## src/rtl/sb_stream_fifo.sv

```systemverilog
// First-word-fall-through FIFO for the switchboard stream (data/dest/last, valid/ready).
// Define SB_STREAM_FIFO_PKT_MODE_EN to hold each packet back until its last beat is stored.
module sb_stream_fifo #(
  parameter int DW    = 416,
  parameter int DEPTH = 4,
  localparam int AW   = $clog2(DEPTH)
) (
  input  logic          clk,
  input  logic          nreset,
  input  logic [DW-1:0] in_data,
  input  logic [31:0]   in_dest,
  input  logic          in_last,
  input  logic          in_valid,
  output logic          in_ready,
  output logic [DW-1:0] out_data,
  output logic [31:0]   out_dest,
  output logic          out_last,
  output logic          out_valid,
  input  logic          out_ready,
  output logic [AW:0]   level,
  output logic          full,
  output logic          empty
);

  localparam int EW = DW + 33;

  logic [EW-1:0] mem [DEPTH];
  logic [AW:0]   wr_ptr;
  logic [AW:0]   rd_ptr;
  logic [EW-1:0] head;
  logic          push;
  logic          pop;

  // MSB of each pointer is a wrap bit, so equal indices disambiguate full from empty
  always_comb begin
    full     = (wr_ptr[AW-1:0] == rd_ptr[AW-1:0]) && (wr_ptr[AW] != rd_ptr[AW]);
    empty    = (wr_ptr == rd_ptr);
    level    = wr_ptr - rd_ptr;
    in_ready = !full;
    push     = in_valid && in_ready;
    pop      = out_valid && out_ready;
  end

  always_ff @(posedge clk or negedge nreset) begin
    if (!nreset) begin
      wr_ptr <= '0;
      rd_ptr <= '0;
    end else begin
      if (push) wr_ptr <= wr_ptr + (AW+1)'(1);
      if (pop)  rd_ptr <= rd_ptr + (AW+1)'(1);
    end
  end

  always_ff @(posedge clk) begin
    if (push) mem[wr_ptr[AW-1:0]] <= {in_last, in_dest, in_data};
  end

  always_comb begin
    head = mem[rd_ptr[AW-1:0]];
  end

  always_comb begin
    out_data = '0;
    out_dest = '0;
    out_last = 1'b0;
    if (out_valid) {out_last, out_dest, out_data} = head;
  end

`ifdef SB_STREAM_FIFO_PKT_MODE_EN
  logic [AW:0] pkt_cnt;
  logic        pkt_in;
  logic        pkt_out;

  always_comb begin
    pkt_in  = push && in_last;
    pkt_out = pop && out_last;
  end

  always_ff @(posedge clk or negedge nreset) begin
    if (!nreset) begin
      pkt_cnt <= '0;
    end else begin
      case ({pkt_in, pkt_out})
        2'b10:   pkt_cnt <= pkt_cnt + (AW+1)'(1);
        2'b01:   pkt_cnt <= pkt_cnt - (AW+1)'(1);
        default: pkt_cnt <= pkt_cnt;
      endcase
    end
  end

  // Full releases the head regardless, so packets longer than DEPTH stream cut-through
  always_comb begin
    out_valid = !empty && ((pkt_cnt != '0) || full);
  end
`else
  always_comb begin
    out_valid = !empty;
  end
`endif

endmodule

```

## config.mk

```make
export PLATFORM = sky130hd
export DESIGN_NAME = sb_stream_fifo
export DESIGN_NICKNAME = d
export VERILOG_FILES = /design/src/rtl/sb_stream_fifo.sv
export SDC_FILE = /design/constraint.sdc
export NUM_CORES = 2
export LEC_CHECK = 0
export ABC_CLOCK_PERIOD_IN_PS = 16560
export CAP_MARGIN = 25
export CORE_UTILIZATION = 40
export CTS_CLUSTER_SIZE = 14
export DETAILED_ROUTE_END_ITERATION = 10
export PLACE_DENSITY = 0.67
export SLEW_MARGIN = 20
export SYNTH_ARGS = -nofsm -noshare
export SYNTH_HDL_FRONTEND = slang
export SYNTH_SLANG_ARGS = --single-unit
```

## constraint.sdc

```tcl
create_clock -name clk -period 16.56 [get_ports clk]
set_input_delay 3.312 -clock clk [delete_from_list [all_inputs] [get_ports clk]]
set_output_delay 3.312 -clock clk [all_outputs]
set_load 0.02 [all_outputs]
```

==> results.toml <==
[status]
outcome = "complete, no violations"

[sta]
hold_violations = 0
tightestPinTransition_ns = 1.07
fin_ws_ns = 7.15
max_freq_mhz = 106
clock_skew_ns = 0.0253
slew_headroom = 0.286
holdWs_ns = 0.540
post-route-period-util = 0.568
drv_slew = 0
min_period_ns = 9.41
fin_setup_tns_ns = 0
rsz0062_at_grt = "no"
setup_viol = 0

[synth]
ys_seq_elements = 1802
synth_seq_area_share = 0.792
synth_top_area_frac = 0.789
yosys.area.top_type = "edfxtp_1"
muxShareOfSynthArea = 0.149
avgSynthCellArea_sq_um = 23.6
synthArstFlopShare = 0.00333
post-synth-top-count-cell = "edfxtp_1"
netlist_top_cells_area = "edfxtp_1, mux4_2, and2_1, buf_6, buf_2"
synth_top_family_by_area = "multiplexers"
synth_fa_ha_area_frac = 0.00158
netlist_area_sq_mm = 0.0683
yosys_warnings = 0
synth_edf_count = 1796
ys.flop_type = "edfxtp_1"
synth_xor_area_frac = 0.000641
synth_compound_area_frac = 0.000293
synth_cells = 2889
postSynthNetCount = 3350
yosys.area_share.simple = 0.0420
synth_common_cells = "edfxtp_1, and2_1, mux4_2"
synthDistinctLibCells = 22

[worst_setup_path]
cp_num_buf_inv = 5
crit_type = "reg -> out"
cpPeakStageDelay_ns = 0.82
crit_arrival_ns = 6.10
rrSetupSlack_ns = 10.92
crit_family = "buffers and inverters"
path_cells = "buf_4 -> buf_4 -> buf_4 -> buf_4 -> mux4_2 -> and2_1 -> clkdlybuf4s50_1"
crit_slowest_cell = "dfrtp_4"
start_kind = "register"
required_ns = 13.25
worstPathMaxFanout = 44
r2r_end = "mem[0][266]"
cp-end-kind = "output port"
worstReg2RegStart = "rd_ptr[1]"
timing.critical_path.mode_cell = "buf_4"
reg2regPathDepth = 7

[clock_network]
clk_pin_slew_ns = 0.06
cts_tree = "built"
clk_latency_ns = 0.82
hold_buffers = 0
clockRootBuffer = "clkbuf_16"
cts_resized = 0
cts_buffers = 184
clock_path_buffers = 3
cts_setup_buffers = 0
clock_sinks = 1802
htree_levels = 4

[job]
maxCapViolCount = 0

[global_routing]
antenna_found_initial = 43
grt_max_degree = 186
grt_usage = 0.185
grt-ovfl-total = 0
grt_pass1_vias = 34200
grt_first_pass_wirelength_mm = 234

[cells_and_area]
finalNetCount = 4346
utilization = 0.506
area_growth_pct = 25.6
finish.instance_area_sq_mm = 0.0858
drive_gt1_frac = 0.190
fin_cells = 6283

[detailed_routing]
drcViolationCount = 0
ant_nets = 0
num_vias = 32600
wire_per_inst_um = 25.7
dr.pass1.iters = 7
viasPerCell = 5.18
drt_wl_total_mm = 161
drt-initial-drc-count = 2394

[floorplanning]
start_util = 0.403
io_pins = 909
die_area_sq_mm = 0.172
die_w_um = 415
fp-row-count = 151
core_sq_mm = 0.169
die_h_um = 415

[placed_design]
io_buffer_count = 908
dpl_cell_area_sq_mm = 0.0796
gp_congestion = 0.812
pre_cts_slack_ns = 7.74
place_hpwl_mm = 101
dp_cells = 5914

[power]
power.total_mw = 18.7
p_leak_nw = 27.4
irDropWorstVdd_mv = 0.183
pwr_density_cell_mw_per_mm2 = 218

[min_path]
hold_path_end = "wr_ptr[0]"
hold_path.class = "reg -> reg"
hold_depth = 1
hold_start = "wr_ptr[0]"
## cell type report
cell class                      count  area [sq um]
Antenna cell                       23          57.6
Clock buffer                      227          4900
Clock inverter                    116          1080
Fill cell                       13400         83700
Inverter                            8          30.0
Multi-Input combinational cell    930         13200
Sequential cell                  1802         54100
Tap cell                         2218          2780
Timing Repair Buffer              959          9610
## worst max-delay path by stage
| stage | cells after the start | end | from | slack [ns] |
|---|---|---|---|---|
| after floorplan | 1 | mem[3][0] | in_valid | 2.14 |
| after global placement | 7 | out_dest[6] | rd_ptr[0] | 7.69 |
| after detailed placement | 7 | out_dest[6] | rd_ptr[0] | 7.74 |
| after CTS | 7 | out_dest[6] | rd_ptr[0] | 6.81 |
| after global routing | 7 | out_dest[6] | rd_ptr[0] | 6.54 |
| final | 7 | out_dest[6] | rd_ptr[0] | 7.15 |
## cell usage in the layout (no fill, tap or decap), drive strengths merged, types with 2 or more instances in the layout
cell type / instances
bufinv: 15
diode: 23
dfrtp: 6
clkdlybuf4s50: 908
buf: 51
nand2: 5
and3: 4
inv: 17
mux2: 3
clkbuf: 227
xnor2: 4
edfxtp: 1796
and2: 449
clkinv: 89
o21ai: 4
ha: 7
mux4: 449
clkinvlp: 3
nand3: 2
## registers in the layout, indices dropped and copies added (netlist names)
| name | flops |
|---|---|
| mem | 1796 |
| rd_ptr | 3 |
| wr_ptr | 3 |
## per-layer routing
layer,share of wire,global-route usage,up-vias
li1,-,-,14000
met1,0.37,0.220,17300
met2,0.52,0.315,1012
met3,0.064,0.0501,305
met4,0.037,0.0850,28
met5,0.0010,0,-
## where the power goes
part / internal [mW] / switching (mW) / total (mW)
combinational: 3.72 / 4.51 / 8.23
clock: 2.34 / 1.73 / 4.07
sequential: 6.16 / 0.234 / 6.39
total: 12.2 / 6.48 / 18.7
## cells by family after synthesis
logic type | count (synthesis)
AO/OA/AOI/OAI | 4
XOR/XNOR | 5
AND/OR/NAND/NOR | 460
flip-flops | 1802
buffers and inverters | 157
multiplexers | 453
adder cells (fa/ha/maj) | 8
## worst register-to-register path, stage by stage (launching register included)
cell and delay (ns):
dfrtp_4 0.91, inv_1 0.13, ha_1 0.36, nand3_1 0.34, and3_4 0.87, buf_4 0.81
buf_4 0.90, buf_4 0.85
No activity file was read; power rests on OpenSTA's default activity.
